<file path="src/rtl/multireg_bank.sv">
// multireg_bank
//   A bank of CHANNELS registers, each BUSWIDTH bits wide. Every channel
//   is visible on a flat parallel bus.
//
//   The bank has four parts:
//   - A write port. It writes one selected channel, or all channels when
//     wr_bcast is set.
//   - A readback port with one cycle of latency.
//   - Per-channel dirty flags.
//   - A dump engine. It snapshots every channel and streams the snapshot
//     out one channel per beat over a valid/ready interface.
//
// Ports
//   clk, reset      clock; asynchronous active-high reset of all state
//   wr_en           write strobe
//   wr_bcast        with wr_en, write wr_data to every channel
//   wr_chan         target channel of a single write (out of range: ignored)
//   wr_data         write data
//   outlines        flat register contents, channel i at [i*BUSWIDTH +: BUSWIDTH]
//   rd_chan         readback select
//   rd_data         registered readback (0 for out-of-range select)
//   dirty           bit i set when channel i was written since the last dump start
//   dump_start      snapshot-and-stream request (honoured only when idle)
//   dump_busy       high while a dump is streaming
//   dump_valid      dump beat valid
//   dump_ready      consumer accepts the beat when high together with dump_valid
//   dump_data       snapshot value of dump_chan
//   dump_chan       channel index of the current beat
//   dump_last       current beat is channel CHANNELS-1
module multireg_bank #(
    parameter int                    BUSWIDTH    = 8,
    parameter int                    CHANNELS    = 4,
    parameter int                    CHANNELBITS = 2,
    parameter logic [BUSWIDTH-1:0]   RESET_VALUE = '0
) (
    input  logic                         clk,
    input  logic                         reset,
    input  logic                         wr_en,
    input  logic                         wr_bcast,
    input  logic [CHANNELBITS-1:0]       wr_chan,
    input  logic [BUSWIDTH-1:0]          wr_data,
    output logic [CHANNELS*BUSWIDTH-1:0] outlines,
    input  logic [CHANNELBITS-1:0]       rd_chan,
    output logic [BUSWIDTH-1:0]          rd_data,
    output logic [CHANNELS-1:0]          dirty,
    input  logic                         dump_start,
    output logic                         dump_busy,
    output logic                         dump_valid,
    input  logic                         dump_ready,
    output logic [BUSWIDTH-1:0]          dump_data,
    output logic [CHANNELBITS-1:0]       dump_chan,
    output logic                         dump_last
);

    typedef enum logic {
        IDLE   = 1'b0,
        STREAM = 1'b1
    } state_t;

    localparam logic [CHANNELBITS-1:0] LAST_IDX = CHANNELBITS'(CHANNELS - 1);

    state_t                 state;
    state_t                 state_next;
    logic [BUSWIDTH-1:0]    regs   [CHANNELS];
    logic [BUSWIDTH-1:0]    shadow [CHANNELS];
    logic [CHANNELBITS-1:0] index;
    logic [CHANNELS-1:0]    dirty_q;
    logic [CHANNELS-1:0]    wr_hit;
    logic [BUSWIDTH-1:0]    rd_mux;
    logic [BUSWIDTH-1:0]    dump_mux;
    logic                   streaming;
    logic                   at_last;
    logic                   handshake;
    logic                   dump_accept;

    // Decode by comparing against each channel number instead of indexing.
    // An out-of-range wr_chan/rd_chan then matches nothing: the write is
    // dropped and the read returns 0.
    always_comb begin
        wr_hit   = '0;
        rd_mux   = '0;
        dump_mux = '0;
        for (int i = 0; i < CHANNELS; i++) begin
            if (wr_en && (wr_bcast || (32'(wr_chan) == i))) wr_hit[i] = 1'b1;
            if (32'(rd_chan) == i) rd_mux   = regs[i];
            if (32'(index) == i)   dump_mux = shadow[i];
        end
    end

    always_comb begin
        streaming   = (state == STREAM);
        at_last     = streaming && (index == LAST_IDX);
        handshake   = streaming && dump_ready;
        dump_accept = (state == IDLE) && dump_start;

        state_next = state;
        case (state)
            IDLE:    if (dump_start) state_next = STREAM;
            STREAM:  if (handshake && at_last) state_next = IDLE;
            default: state_next = IDLE;
        endcase

        // Dump outputs derive from the registered state only. An
        // asynchronous reset therefore drops them at once, and they hold
        // steady while the consumer stalls.
        dump_valid = streaming;
        dump_busy  = streaming;
        dump_last  = at_last;
        dump_chan  = streaming ? index : '0;
        dump_data  = streaming ? dump_mux : '0;
    end

    always_ff @(posedge clk or posedge reset) begin
        if (reset) state <= IDLE;
        else       state <= state_next;
    end

    always_ff @(posedge clk or posedge reset) begin
        if (reset) begin
            for (int i = 0; i < CHANNELS; i++) begin
                regs[i]   <= RESET_VALUE;
                shadow[i] <= '0;
            end
            index   <= '0;
            dirty_q <= '0;
            rd_data <= RESET_VALUE;
        end else begin
            for (int i = 0; i < CHANNELS; i++) begin
                if (wr_hit[i]) regs[i] <= wr_data;
            end
            // Readback samples the pre-write contents, so a same-edge write
            // shows up on the following cycle.
            rd_data <= rd_mux;
            if (dump_accept) begin
                for (int i = 0; i < CHANNELS; i++) shadow[i] <= regs[i];
                index <= '0;
            end else if (handshake && !at_last) begin
                index <= index + CHANNELBITS'(1);
            end
            // A write on the dump-start edge lands after the clear, so its
            // dirty bit survives.
            dirty_q <= (dump_accept ? '0 : dirty_q) | wr_hit;
        end
    end

    for (genvar g = 0; g < CHANNELS; g++) begin : g_out
        assign outlines[g*BUSWIDTH +: BUSWIDTH] = regs[g];
    end

    assign dirty = dirty_q;

endmodule

</file>
<file path="config.mk">
export PLATFORM = sky130hd
export DESIGN_NAME = multireg_bank
export DESIGN_NICKNAME = d
export VERILOG_FILES = /design/src/rtl/multireg_bank.sv
export SDC_FILE = /design/constraint.sdc
export NUM_CORES = 1
export LEC_CHECK = 0
export ABC_AREA = 1
export BUFFER_PORTS_ARGS = -buffer_cell sky130_fd_sc_hd__buf_2
export CORE_UTILIZATION = 54
export DETAILED_ROUTE_END_ITERATION = 10
export GPL_TIMING_DRIVEN = 1
export PLACE_DENSITY_LB_ADDON = 0.08
export RECOVER_POWER = 25
export SLEW_MARGIN = 20
export SYNTH_ARGS = -nofsm -noshare
export SYNTH_HDL_FRONTEND = slang
export SYNTH_SLANG_ARGS = --single-unit
</file>
<file path="constraint.sdc">
create_clock -name clk -period 3 [get_ports clk]
set_clock_uncertainty 0.1 [all_clocks]
set_input_delay 0.15 -clock clk [delete_from_list [all_inputs] [get_ports clk]]
set_output_delay 0.15 -clock clk [all_outputs]
set_load 0.02 [all_outputs]
</file>
==> out/metrics.yaml <==
status: "completed"
cts_tree: "done"
register_area_sq_um: 1980
place_congestion: 0.879
timing.rr.end: "index[0]"
synth_cell_type_count: 17
die_x_um: 83.0
area_delta_synth_final_pct: 18.2
synth_cells: 437
cp.arrival_ns: 1.97
peakVddDrop_v: 0.000590
antenna_found_initial: 0
via_count: 2988
r2r_slack_ns: 1.11
finalHoldViolations: 0
layout_common_cells: "220 x nand2_1, 79 x dfrtp_1, 58 x buf_2, 34 x inv_1, 27 x o21ai_0"
row_count: 29
startpoint_type: "register"
htreeDepth: 3
finalSetupTns_ns: 0
crit_path_end_kind: "output pin"
final_common_cell: "nand2_1"
setup_violations: 0
clock-sinks: 79
fmax_mhz: 450
firstDrtPassIters: 4
netlist_area_sq_um: 3540
viasPerCell: 4.98
r2r_start: "dump_busy"
max_stage_delay_ns: 0.44
ios: 75
slew_headroom_pct: 10.9
synth.avg_cell_area_sq_um: 8.11
nets: 540
drt_iter0_drc: 258
grt_pass1_vias: 2850
ys_seq_area_share_pct: 55.8
routed_wl_um: 8400
total_power_w: 0.00371
fin_crit_ns: 2.22
port_buffers: 74
antenna_left: 0
cts-buffers-inserted: 9
syn-num-nets: 459
cp.required_ns: 2.75
drv_slew: 0
hp-start: "wr_en"
antenna_cells: 0
cp_common_cell: "inv_1"
synth-seq-cells: 79
filler_cell_count: 569
wl_per_cell_um: 14.0
grt_start_max_net_pins: 45
start_util_pct: 55.8
crit_type: "register to output pin"
drv_cap: 0
clockBufferDepth: 2
die_area_sq_um: 6890
rr_worst_depth: 4
place_hpwl_um: 5990
rsz0062_at_grt: "false"
gr-total-overflow: 0
min_path_type: "primary input to register"
grt_use_total_pct: 26.9
clockRootBuffer: "clkbuf_8"
worst_pin_slew_ns: 1.34
grt_pass1_wl_um: 14500
clk_pin_slew_worst_paths_ns: 0.08
path_cells: "inv_1, ha_1, inv_1, nand2_1, nand3_1, a21oi_1, buf_2"
yosys_warnings: 0
dieHeight_um: 83.0
clock_latency_ns: 0.34
fp.coreArea_sq_um: 6350
drive_gt1_share_pct: 15.5
cp-startpoint: "index[1]"
cpMaxStageDelayCell: "dfrtp_1"
drc: 0
multi_input_area_sq_um: 1310
crit_end: "dump_data[6]"
cp_max_fo: 10
period_share_pct: 74.0
post-cts-setup-buffer-count: 0
p_leak_nw: 2.30
power_density_nw_per_um2: 885
critical path, delay by kind of cell, from the launching register on:
| kind | cells | cell delay (ns) |
|---|---|---|
| buffers and inverters | 3 | 0.48 |
| AOI/OAI and AO/OA | 1 | 0.16 |
| and+or+nand+nor | 2 | 0.17 |
| DFF | 1 | 0.44 |
| adders and majority gates | 1 | 0.38 |
cell usage after synthesis:
cell type,number,area (sq um)
ha_1,4,50.1
buf_2,11,55.1
nand3_1,18,90.1
buf_6,3,33.8
nand2_1,217,815
o211ai_1,1,7.51
o21ai_1,5,25.0
buf_4,2,15.0
o21ai_0,19,95.1
nor2_1,6,22.5
o21ai_2,6,52.6
nand4_1,8,50.1
dfrtp_1,79,1980
inv_1,34,128
nand2_2,5,31.3
nor2_2,1,6.26
a21oi_1,18,90.1
worst min-delay path by stage:
stage / end / depth (start not counted)
detailed placement: outlines[25] / 2
CTS: outlines[3] / 3
floorplan: outlines[15] / 2
global placement: dirty[0] / 2
finish: outlines[5] / 3
global route: outlines[3] / 3
cell type report:
| type | instances | share of cell area (%) |
|---|---|---|
| flip-flops and latches | 79 | 47.2 |
| clock inverters | 6 | 1.43 |
| clock buffers | 10 | 3.29 |
| inverters | 34 | 3.05 |
| multi-input cells | 308 | 31.3 |
| well taps | 77 | 2.30 |
| repair buffers | 86 | 11.4 |
power by group:
part	internal, W	switching [W]	total [W]
Clock	0.000402	0.000378	0.000780
Sequential	0.00136	0.000217	0.00158
Combinational	0.000446	0.000904	0.00135
what timing repair did:
action	4_1_cts	5_1_grt
hold endpoints to repair	55	0
hold buffers	10	0
gates resized for setup	0	0
registers in the layout, indices dropped and copies added, names as in the netlist:
| name | cells |
|---|---|
| dirty | 4 |
| dump_busy | 1 |
| index | 2 |
| outlines | 32 |
| rd_data | 8 |
| shadow | 32 |
layer usage:
layer	global-route usage (%)	routed length (um)	share of wire [%]
met1	40.3	4190	50
met2	40.2	3770	45
met3	5.96	346	4.1
met4	6.74	99	1.2
met5	0	0	0
cell families after synthesis:
| logic type | count (synthesis) | synth area share (%) |
|---|---|---|
| compound gates | 49 | 7.63 |
| flops | 79 | 55.8 |
| fa+ha+maj | 4 | 1.41 |
| simple gates | 255 | 28.6 |
| buf+inv | 50 | 6.53 |
stage by stage:
step	cells	instance area [sq um]	hold slack [ns]	util, %	worst slack (ns)
6_report	600	4190	0.0941	66.0	0.780
5_1_grt	600	4190	0.0886	66.0	0.621
4_1_cts	600	4230	0.0988	66.6	0.787
3_5_place_dp	574	3930	0.219	62.0	1.13
3_3_place_gp	574	3930	0.218	62.0	1.17
2_1_floorplan	437	3540	0.160	-	0.727
No activity file was read; power rests on OpenSTA's default activity.
